File: src/rtl/cvxif_issue_master.sv
// Core-side CV-X-IF issue/result initiator.
// Takes one offloaded instruction at a time, drives the issue request until the
// handshake, samples the accept/writeback response and, when a result is promised,
// waits (with optional timeout) for the matching result and writes it back.
module cvxif_issue_master #(
    parameter int unsigned XLEN    = 32,
    parameter int unsigned ID_W    = 4,
    parameter int unsigned TIMEOUT = 1024
) (
    input  logic            clk_i,
    input  logic            rst_i,
    // core pipeline side
    input  logic            instr_valid_i,
    output logic            instr_ready_o,
    input  logic [31:0]     instr_i,
    input  logic [XLEN-1:0] rs1_i,
    input  logic [XLEN-1:0] rs2_i,
    // issue channel
    output logic            issue_valid_o,
    input  logic            issue_ready_i,
    output logic [31:0]     issue_instr_o,
    output logic [XLEN-1:0] issue_rs0_o,
    output logic [XLEN-1:0] issue_rs1_o,
    output logic [ID_W-1:0] issue_id_o,
    input  logic            issue_accept_i,
    input  logic            issue_writeback_i,
    // result channel
    input  logic            result_valid_i,
    output logic            result_ready_o,
    input  logic [ID_W-1:0] result_id_i,
    input  logic [XLEN-1:0] result_data_i,
    // register-file write-back and status
    output logic            wb_valid_o,
    output logic [4:0]      wb_rd_o,
    output logic [XLEN-1:0] wb_data_o,
    output logic            done_o,
    output logic            illegal_o,
    output logic            id_err_o,
    output logic            timeout_o,
    output logic            busy_o
);

    // Counter only needs to reach TIMEOUT-1.
    localparam int unsigned CW = (TIMEOUT > 1) ? $clog2(TIMEOUT) : 1;
    localparam logic [CW-1:0] TMAX = CW'((TIMEOUT == 0) ? 0 : TIMEOUT - 1);

    typedef enum logic [1:0] {
        StIdle    = 2'd0,
        StIssue   = 2'd1,
        StWaitRes = 2'd2
    } state_e;

    state_e          state;
    logic [ID_W-1:0] id_cnt;
    logic [CW-1:0]   tcnt;
    logic            res_match;

    // Handshake-level outputs decode directly from the registered state.
    assign instr_ready_o  = (state == StIdle);
    assign issue_valid_o  = (state == StIssue);
    assign result_ready_o = (state == StWaitRes);
    assign busy_o         = (state != StIdle);
    assign res_match      = result_valid_i && (result_id_i == issue_id_o);

    // Transaction FSM with registered payload and one-cycle status pulses.
    always_ff @(posedge clk_i or posedge rst_i) begin
        if (rst_i) begin
            state         <= StIdle;
            id_cnt        <= '0;
            tcnt          <= '0;
            issue_instr_o <= '0;
            issue_rs0_o   <= '0;
            issue_rs1_o   <= '0;
            issue_id_o    <= '0;
            wb_valid_o    <= 1'b0;
            wb_rd_o       <= '0;
            wb_data_o     <= '0;
            done_o        <= 1'b0;
            illegal_o     <= 1'b0;
            id_err_o      <= 1'b0;
            timeout_o     <= 1'b0;
        end else begin
            wb_valid_o <= 1'b0;
            done_o     <= 1'b0;
            illegal_o  <= 1'b0;
            id_err_o   <= 1'b0;
            timeout_o  <= 1'b0;
            unique case (state)
                StIdle: begin
                    if (instr_valid_i) begin
                        issue_instr_o <= instr_i;
                        issue_rs0_o   <= rs1_i;
                        issue_rs1_o   <= rs2_i;
                        issue_id_o    <= id_cnt;
                        id_cnt        <= id_cnt + 1'b1;
                        state         <= StIssue;
                    end
                end
                StIssue: begin
                    // Response is only meaningful in the handshake cycle.
                    if (issue_ready_i) begin
                        if (!issue_accept_i) begin
                            illegal_o <= 1'b1;
                            state     <= StIdle;
                        end else if (!issue_writeback_i) begin
                            done_o <= 1'b1;
                            state  <= StIdle;
                        end else begin
                            tcnt  <= '0;
                            state <= StWaitRes;
                        end
                    end
                end
                StWaitRes: begin
                    tcnt <= tcnt + 1'b1;
                    if (res_match) begin
                        // A matching result wins over a timeout in the same cycle.
                        done_o <= 1'b1;
                        if (issue_instr_o[11:7] != 5'd0) begin
                            wb_valid_o <= 1'b1;
                            wb_rd_o    <= issue_instr_o[11:7];
                            wb_data_o  <= result_data_i;
                        end
                        state <= StIdle;
                    end else begin
                        // A stray id is consumed but does not restart the timeout.
                        if (result_valid_i) begin
                            id_err_o <= 1'b1;
                        end
                        if ((TIMEOUT != 0) && (tcnt == TMAX)) begin
                            timeout_o <= 1'b1;
                            state     <= StIdle;
                        end
                    end
                end
                default: state <= StIdle;
            endcase
        end
    end

endmodule

File: config.mk
export PLATFORM = sky130hd
export DESIGN_NAME = cvxif_issue_master
export DESIGN_NICKNAME = d
export VERILOG_FILES = /design/src/rtl/cvxif_issue_master.sv
export SDC_FILE = /design/constraint.sdc
export NUM_CORES = 1
export LEC_CHECK = 0
export ABC_AREA = 1
export BUFFER_PORTS_ARGS = -buffer_cell sky130_fd_sc_hd__buf_2
export CORE_ASPECT_RATIO = 1.1
export CORE_MARGIN = 5
export CORE_UTILIZATION = 49
export CTS_BUF_LIST = sky130_fd_sc_hd__clkbuf_8
export DETAILED_ROUTE_END_ITERATION = 7
export GPL_TIMING_DRIVEN = 0
export PLACE_DENSITY = 0.93
export SYNTH_ARGS = -nofsm -noshare
export SYNTH_HDL_FRONTEND = slang
export SYNTH_SLANG_ARGS = --single-unit
export TNS_END_PERCENT = 10
File: constraint.sdc
create_clock -name clk_i -period 5.4 [get_ports clk_i]
set_clock_uncertainty 0.05 [all_clocks]
set_input_delay 0.54 -clock clk_i [delete_from_list [all_inputs] [get_ports clk_i]]
set_output_delay 0.54 -clock clk_i [all_outputs]
set_load 0.005 [all_outputs]
==> metrics, run 1 <==
main combinational cell family by area after synthesis simple AND/OR/NAND/NOR gates; DRT antenna net count 0; antenna violations before repair 3; Die Span Y 129 um; Clock Path Buffers 2; synth warn 0; P&R area growth vs syn 32.7%; CTS resizes 0; setup TNS 0 ns; post-synthesis compound-gate area fraction 1.78%; dpl cells 1169; final std cells w/o fill 1202; vias in the first global route 5991; Slew HR 57.4%; TritonCTS Buffers 17; crit end category flop; drt wl/cell 15.0 um; grt ovf 0; CP arrival 2.54 ns; Crit path required time 5.69 ns; final setup fails 0; total chip power 0.00445 W; Sequential Area 3950 um2; status complete, no violations; CTS tree yes; CTS Root Cell clkbuf_8; Starting Density 49.9%; hold buffers post-CTS 0; Syn Inst Count 727; Starting DRT DRC Count 433; routability cong. 0.834; mux share of post-synthesis cell area 0%; # IOs 285; mapped cell area 6310 um2; fraction of final layout cells sized beyond drive strength 1 33.1%; via count 5881; Multi-input gate area 2090 um2; met2 wire len 9370 um; fill count 1001; post-synthesis sequential area ratio 62.6%; max cap viols 0; crit path max fanout 10; DR top layer met5; met1 wire length 6990 um; worst slew pin tran 0.639 ns; clock sink count 158; Fin. Hold Viols 0; H-tree depth 4; Distinct cells, synth 29; commonest cells after routing, fill and taps aside nand2_1 (430), buf_2 (297), dfrtp_1 (158), inv_1 (32); row count 43; Horiz. Die Dim 118 um; final wirelength 18000 um; RSZ-0062 raised after global routing no; Skew-Pair Late Insertion Delay 0.44 ns; startpoint types flop; DR DRC count 0; min Tclk post-route 2.25 ns; met3 wire length 1140 um; Hold WS 0.129 ns; commonest non-fill, non-tap cell in the layout nand2_1; GRT Resource Usage Total 23.8%; Die Area 15300 um2; Core Area 12600 um2; Min-Delay Path Class in2async; post-synthesis xor/xnor area fraction 0.416%; post-CTS setup buffer count 0; Final HPWL DP 13700 um; largest net degree at the start of global routing 89; Slew Viols, Final 0; mean post-synth cell area 8.68 um2; FF+latch count, synth 158; Final #Nets 1175; period utilisation layout 41.6%; Leak Pwr 5.06 nW; synthesized net count 871; VDD IR-drop max 0.000303 V; adder-cell share of the synthesized area 0.991%; Reg clk slew, reported paths 0.09 ns; CP Class reg2reg; Buffers on Ports 284; pwr dens 531 nW/um2; Vias per Instance 4.89; post-synthesis simple-gate area fraction 29.9%; Pre-antenna DRT Iters 5; global-route wire length before repair 28900 um; Achievable Freq 0.445 GHz
==> path summary, 6_finish.rpt <==
path,cells past startpoint,startpoint,to,slack (ns)
min in group clk_i,3,instr_i[31],issue_instr_o[31],0.23
max in group asynchronous,3,rst_i,issue_instr_o[27],4.31
worst min register to register,1,id_cnt[3],id_cnt[3],0.42
worst min-delay path,2,rst_i,issue_rs1_o[20],0.13
worst max register to register,8,state[0],issue_rs1_o[7],3.15
worst max-delay path,8,state[0],issue_rs1_o[7],3.15
==> cell usage after synthesis (all sizes together) <==
cell type,count,area (um2)
nand2,439,1670
dfrtp,158,3950
inv,30,113
nor2,21,88.8
buf,17,106
clkbuf,12,45.0
o21ai,12,60.1
nand3,7,47.6
nand4,7,43.8
a21oi,6,30.0
ha,5,62.6
xor2,3,26.3
clkinv,2,8.75
nor3,2,10.0
nor3b,2,15.0
a21boi,1,7.51
a31o,1,8.76
a31oi,1,6.26
and2,1,8.76
==> sequential cells by signal, summed over array words and instances (netlist names), 2 cells and up <==
signal and count:
id_cnt 4, issue_id_o 4, issue_instr_o 32, issue_rs0_o 32
issue_rs1_o 32, state 2, tcnt 10, wb_data_o 32
wb_rd_o 5
==> layout make-up <==
type                            instances  share of cell area (%)
Sequential cell                       158                    47.2
Multi-Input combinational cell        508                    24.9
Timing Repair Buffer                  285                    17.3
Clock buffer                           19                    3.12
Tap cell                              157                    2.35
Buffer                                 29                    1.81
Clock inverter                         13                    1.78
Inverter                               32                    1.51
Antenna cell                            1                  0.0299
==> cell families (layout without fill, tap and decap cells) <==
group | count (synthesis) | after routing
flip-flops | 158 | 158
buffers and inverters | 61 | 378
other | 0 | 1
XOR/XNOR | 3 | 3
adder cells (fa/ha/maj) | 5 | 5
AND/OR/NAND/NOR | 479 | 479
AO/OA/AOI/OAI | 21 | 21
==> power by group <==
group / internal, W / switching, W / leakage, nW
combinational: 0.000666 / 0.000922 / 2.82
clock: 0.000476 / 0.000427 / 0.209
sequential: 0.00167 / 0.000285 / 2.03
total: 0.00282 / 0.00163 / 5.06
==> stage by stage <==
step	area [um2]	setup slack [ns]	util (%)
4_1_cts	8370	3.08	66.2
5_1_grt	8380	2.97	66.2
3_3_place_gp	7930	-0.997	62.7
6_report	8380	3.15	66.2
3_5_place_dp	7960	3.09	63.0
2_1_floorplan	6310	0.547	-
==> worst max-delay path, cell delays in order, from the launching register on <==
cell and delay (ns):
dfrtp_1 0.38, inv_1 0.07, ha_1 0.24, nand2_1 0.43, clkinv_1 0.32, buf_2 0.28, buf_2 0.21, nand2_1 0.09
nand2_1 0.06
==> layer usage <==
layer	vias up	GRT usage [%]
li1	2803	-
met1	2808	27.5
met2	226	42.0
met3	40	6.24
met4	4	9.99
met5	-	0
Note: power is estimated with default switching activity, not from simulation.
==> run 2, diff against run 1 <==
==> constraint.sdc (replaced) <==
create_clock -name clk_i -period 2.1 [get_ports clk_i]
set_clock_uncertainty 0.05 [all_clocks]
set_input_delay 0.21 -clock clk_i [delete_from_list [all_inputs] [get_ports clk_i]]
set_output_delay 0.21 -clock clk_i [all_outputs]
set_load 0.005 [all_outputs]
==> metrics, run 2 (synthesized netlist as in run 1, its figures left out) <==
largest net degree at the start of global routing 44 (-51%); CP arrival 2.33 ns (-0.21 ns); Die Span Y 129 um (unchanged); CTS Root Cell clkbuf_8; CP max stage delay 0.41 ns (-0.02 ns); Vias per Instance 5.17 (+5.6%); post-CTS setup buffer count 0 (unchanged); commonest non-fill, non-tap cell in the layout nand2_1; pre-CTS setup slack -0.206 ns (-3.30 ns); status complete, no violations; # IOs 285 (unchanged); commonest cells after routing, fill and taps aside nand2_1 (429), buf_2 (295), dfrtp_1 (158), dlygate4sd3_1 (132), inv_1 (28); switching fraction of total power 38.9% (+2.2 points); clock sink count 158 (unchanged); Sequential Area 3950 um2 (unchanged); Fin. Hold Viols 0 (unchanged); P_int 0.00731 W (+160%); vias in the first global route 7372 (+23%); Horiz. Die Dim 118 um (unchanged); Buffers on Ports 284 (unchanged); Slew HR 62.5% (+5.1 points); design area 9740 um2 (+16%); VDD IR-drop max 0.000832 V (+170%); pwr dens 1230 nW/um2 (+130%); GRT Resource Usage Total 31.1% (+7.3 points); Switch Pwr 0.00465 W (+180%); fill count 708 (-29%); CTS tree yes; combinational fraction of design power 38.2% (+2.5 points); crit path max fanout 10 (unchanged); global-route wire length before repair 37300 um (+29%); crit end category flop; grt ovf 0 (unchanged); slowest CP cell dfrtp_1; Pre-antenna DRT Iters 6 (+1); placed inst area 8010 um2 (+0.64%); period utilisation layout 94.6% (+53 points); setup TNS 0 ns (unchanged); DR DRC count 0 (unchanged); TritonCTS Buffers 17 (unchanged); max cap viols 0 (unchanged); final wirelength 23800 um (+32%); CP Class reg2reg; routability cong. 0.837 (+0.34%); Starting Density 49.9% (unchanged); Achievable Freq 0.503 GHz (+13%); min Tclk post-route 1.99 ns (-0.260 ns); most used cell, CP nand2_1; worst slew pin tran 0.561 ns (-0.0778 ns); Min-Delay Path Class in2reg; Flop pwr share 43.1% (-0.9 points); antenna violations before repair 2 (-1); Crit path required time 2.44 ns (-3.25 ns); Reg clk slew, reported paths 0.09 ns (about the same); H-tree depth 4 (unchanged); via count 6914 (+18%); fin util 77.1% (+11 points); fraction of final layout cells sized beyond drive strength 1 30.1% (-3.1 points); Skew-Pair Late Insertion Delay 0.45 ns (about the same); Top delay family on crit path buffers and inverters; Core Area 12600 um2 (unchanged); Die Area 15300 um2 (unchanged); Multi-input gate area 2100 um2 (+0.48%); startpoint types flop; Final HPWL DP 13400 um (-2.5%); Final #Nets 1310 (+11%); Leak Pwr 5.62 nW (+11%); worst-path cell chain inv_1 -> ha_1 -> nand2_4 -> clkinvlp_4 -> clkbuf_4 -> buf_2 -> nand2_1 -> nand2_1; Starting DRT DRC Count 551 (+27%); WP buf/inv 4 (unchanged); DRT antenna net count 0 (unchanged); Slew Viols, Final 0 (unchanged); final setup fails 0 (unchanged); drt wl/cell 17.8 um (+19%); RSZ-0062 raised after global routing no; Clock Path Buffers 2 (unchanged); P&R area growth vs syn 54.4%; Final Worst Setup Slack 0.113 ns (-3.04 ns); row count 43 (unchanged); clock share of power 18.6% (-1.7 points)
[run 2: changes by cell type in the layout (fill, tap and decap cells not counted), sizes merged]
| cell | delta |
|---|---|
| dlygate4sd3 | +132 |
| clkbuf | +2 |
| bufinv | -1 |
| buf | +1 |
| inv | -5 |
| clkinv | +4 |
| diode | +3 |
[run 2: cell type report]
type | count | share of cell area, %
sequential | 158 | 40.6
timing repair buffer | 420 | 29.0
multi-input combinational | 508 | 21.5
clock buffer | 19 | 2.68
tap | 157 | 2.02
buffer | 29 | 1.61
inverter | 32 | 1.32
clock inverter | 11 | 1.21
antenna | 4 | 0.103
[run 2: final timing paths]
check                                startpoint               to  slack [ns]  cells past startpoint
worst max-delay path                   state[1]   issue_rs0_o[5]        0.11                      8
worst max register to register         state[1]   issue_rs0_o[5]        0.11                      8
min in group asynchronous                 rst_i   issue_rs0_o[5]        0.33                      3
max in group asynchronous                 rst_i        id_cnt[2]        0.84                      5
worst min register to register  issue_rs0_o[29]  issue_rs0_o[29]        0.43                      2
worst min-delay path             issue_accept_i           done_o        0.03                      3
[run 2: power by group through the flow]
stage	combinational, W	clock [W]	sequential (W)
6_report	0.00457	0.00223	0.00516
5_1_grt	0.00505	0.00237	0.00527
3_3_place_gp	0.00393	0	0.00501
4_1_cts	0.00433	0.00221	0.00503
2_1_floorplan	0.00191	0	0.00512
3_5_place_dp	0.00412	0	0.00504
[run 2: metrics by stage]
stage	hold WS (ns)	std cells	power [W]
final	0.0342	1338	0.0120
after global routing	0.0462	1336	0.0127
after detailed placement	0.228	1172	0.00916
after floorplan	0.264	727	0.00704
after CTS	0.0101	1334	0.0116
after global placement	0.353	1168	0.00895
[run 2: tightest hold or removal path, stage by stage]
cell and delay (ns):
buf_2 0.11, nand4_1 0.08, a21boi_0 0.09
[run 2: per-layer routing]
layer / GRT usage, % / vias to the layer above / share of wire (%) / wire length, um
met3: 8.99 / 144 / 8.5 / 2030
met4: 21.5 / 0 / 6.6 / 1570
met2: 53.8 / 454 / 52 / 12300
li1: - / 3090 / - / -
met5: 0 / - / 0 / 0
met1: 32.9 / 3226 / 33 / 7940
[run 2: what timing repair did]
item,CTS,global route
hold buffers,132,0
gates resized for setup,1,5
endpoints found under the setup margin,85,66
endpoints found under the hold margin,151,0
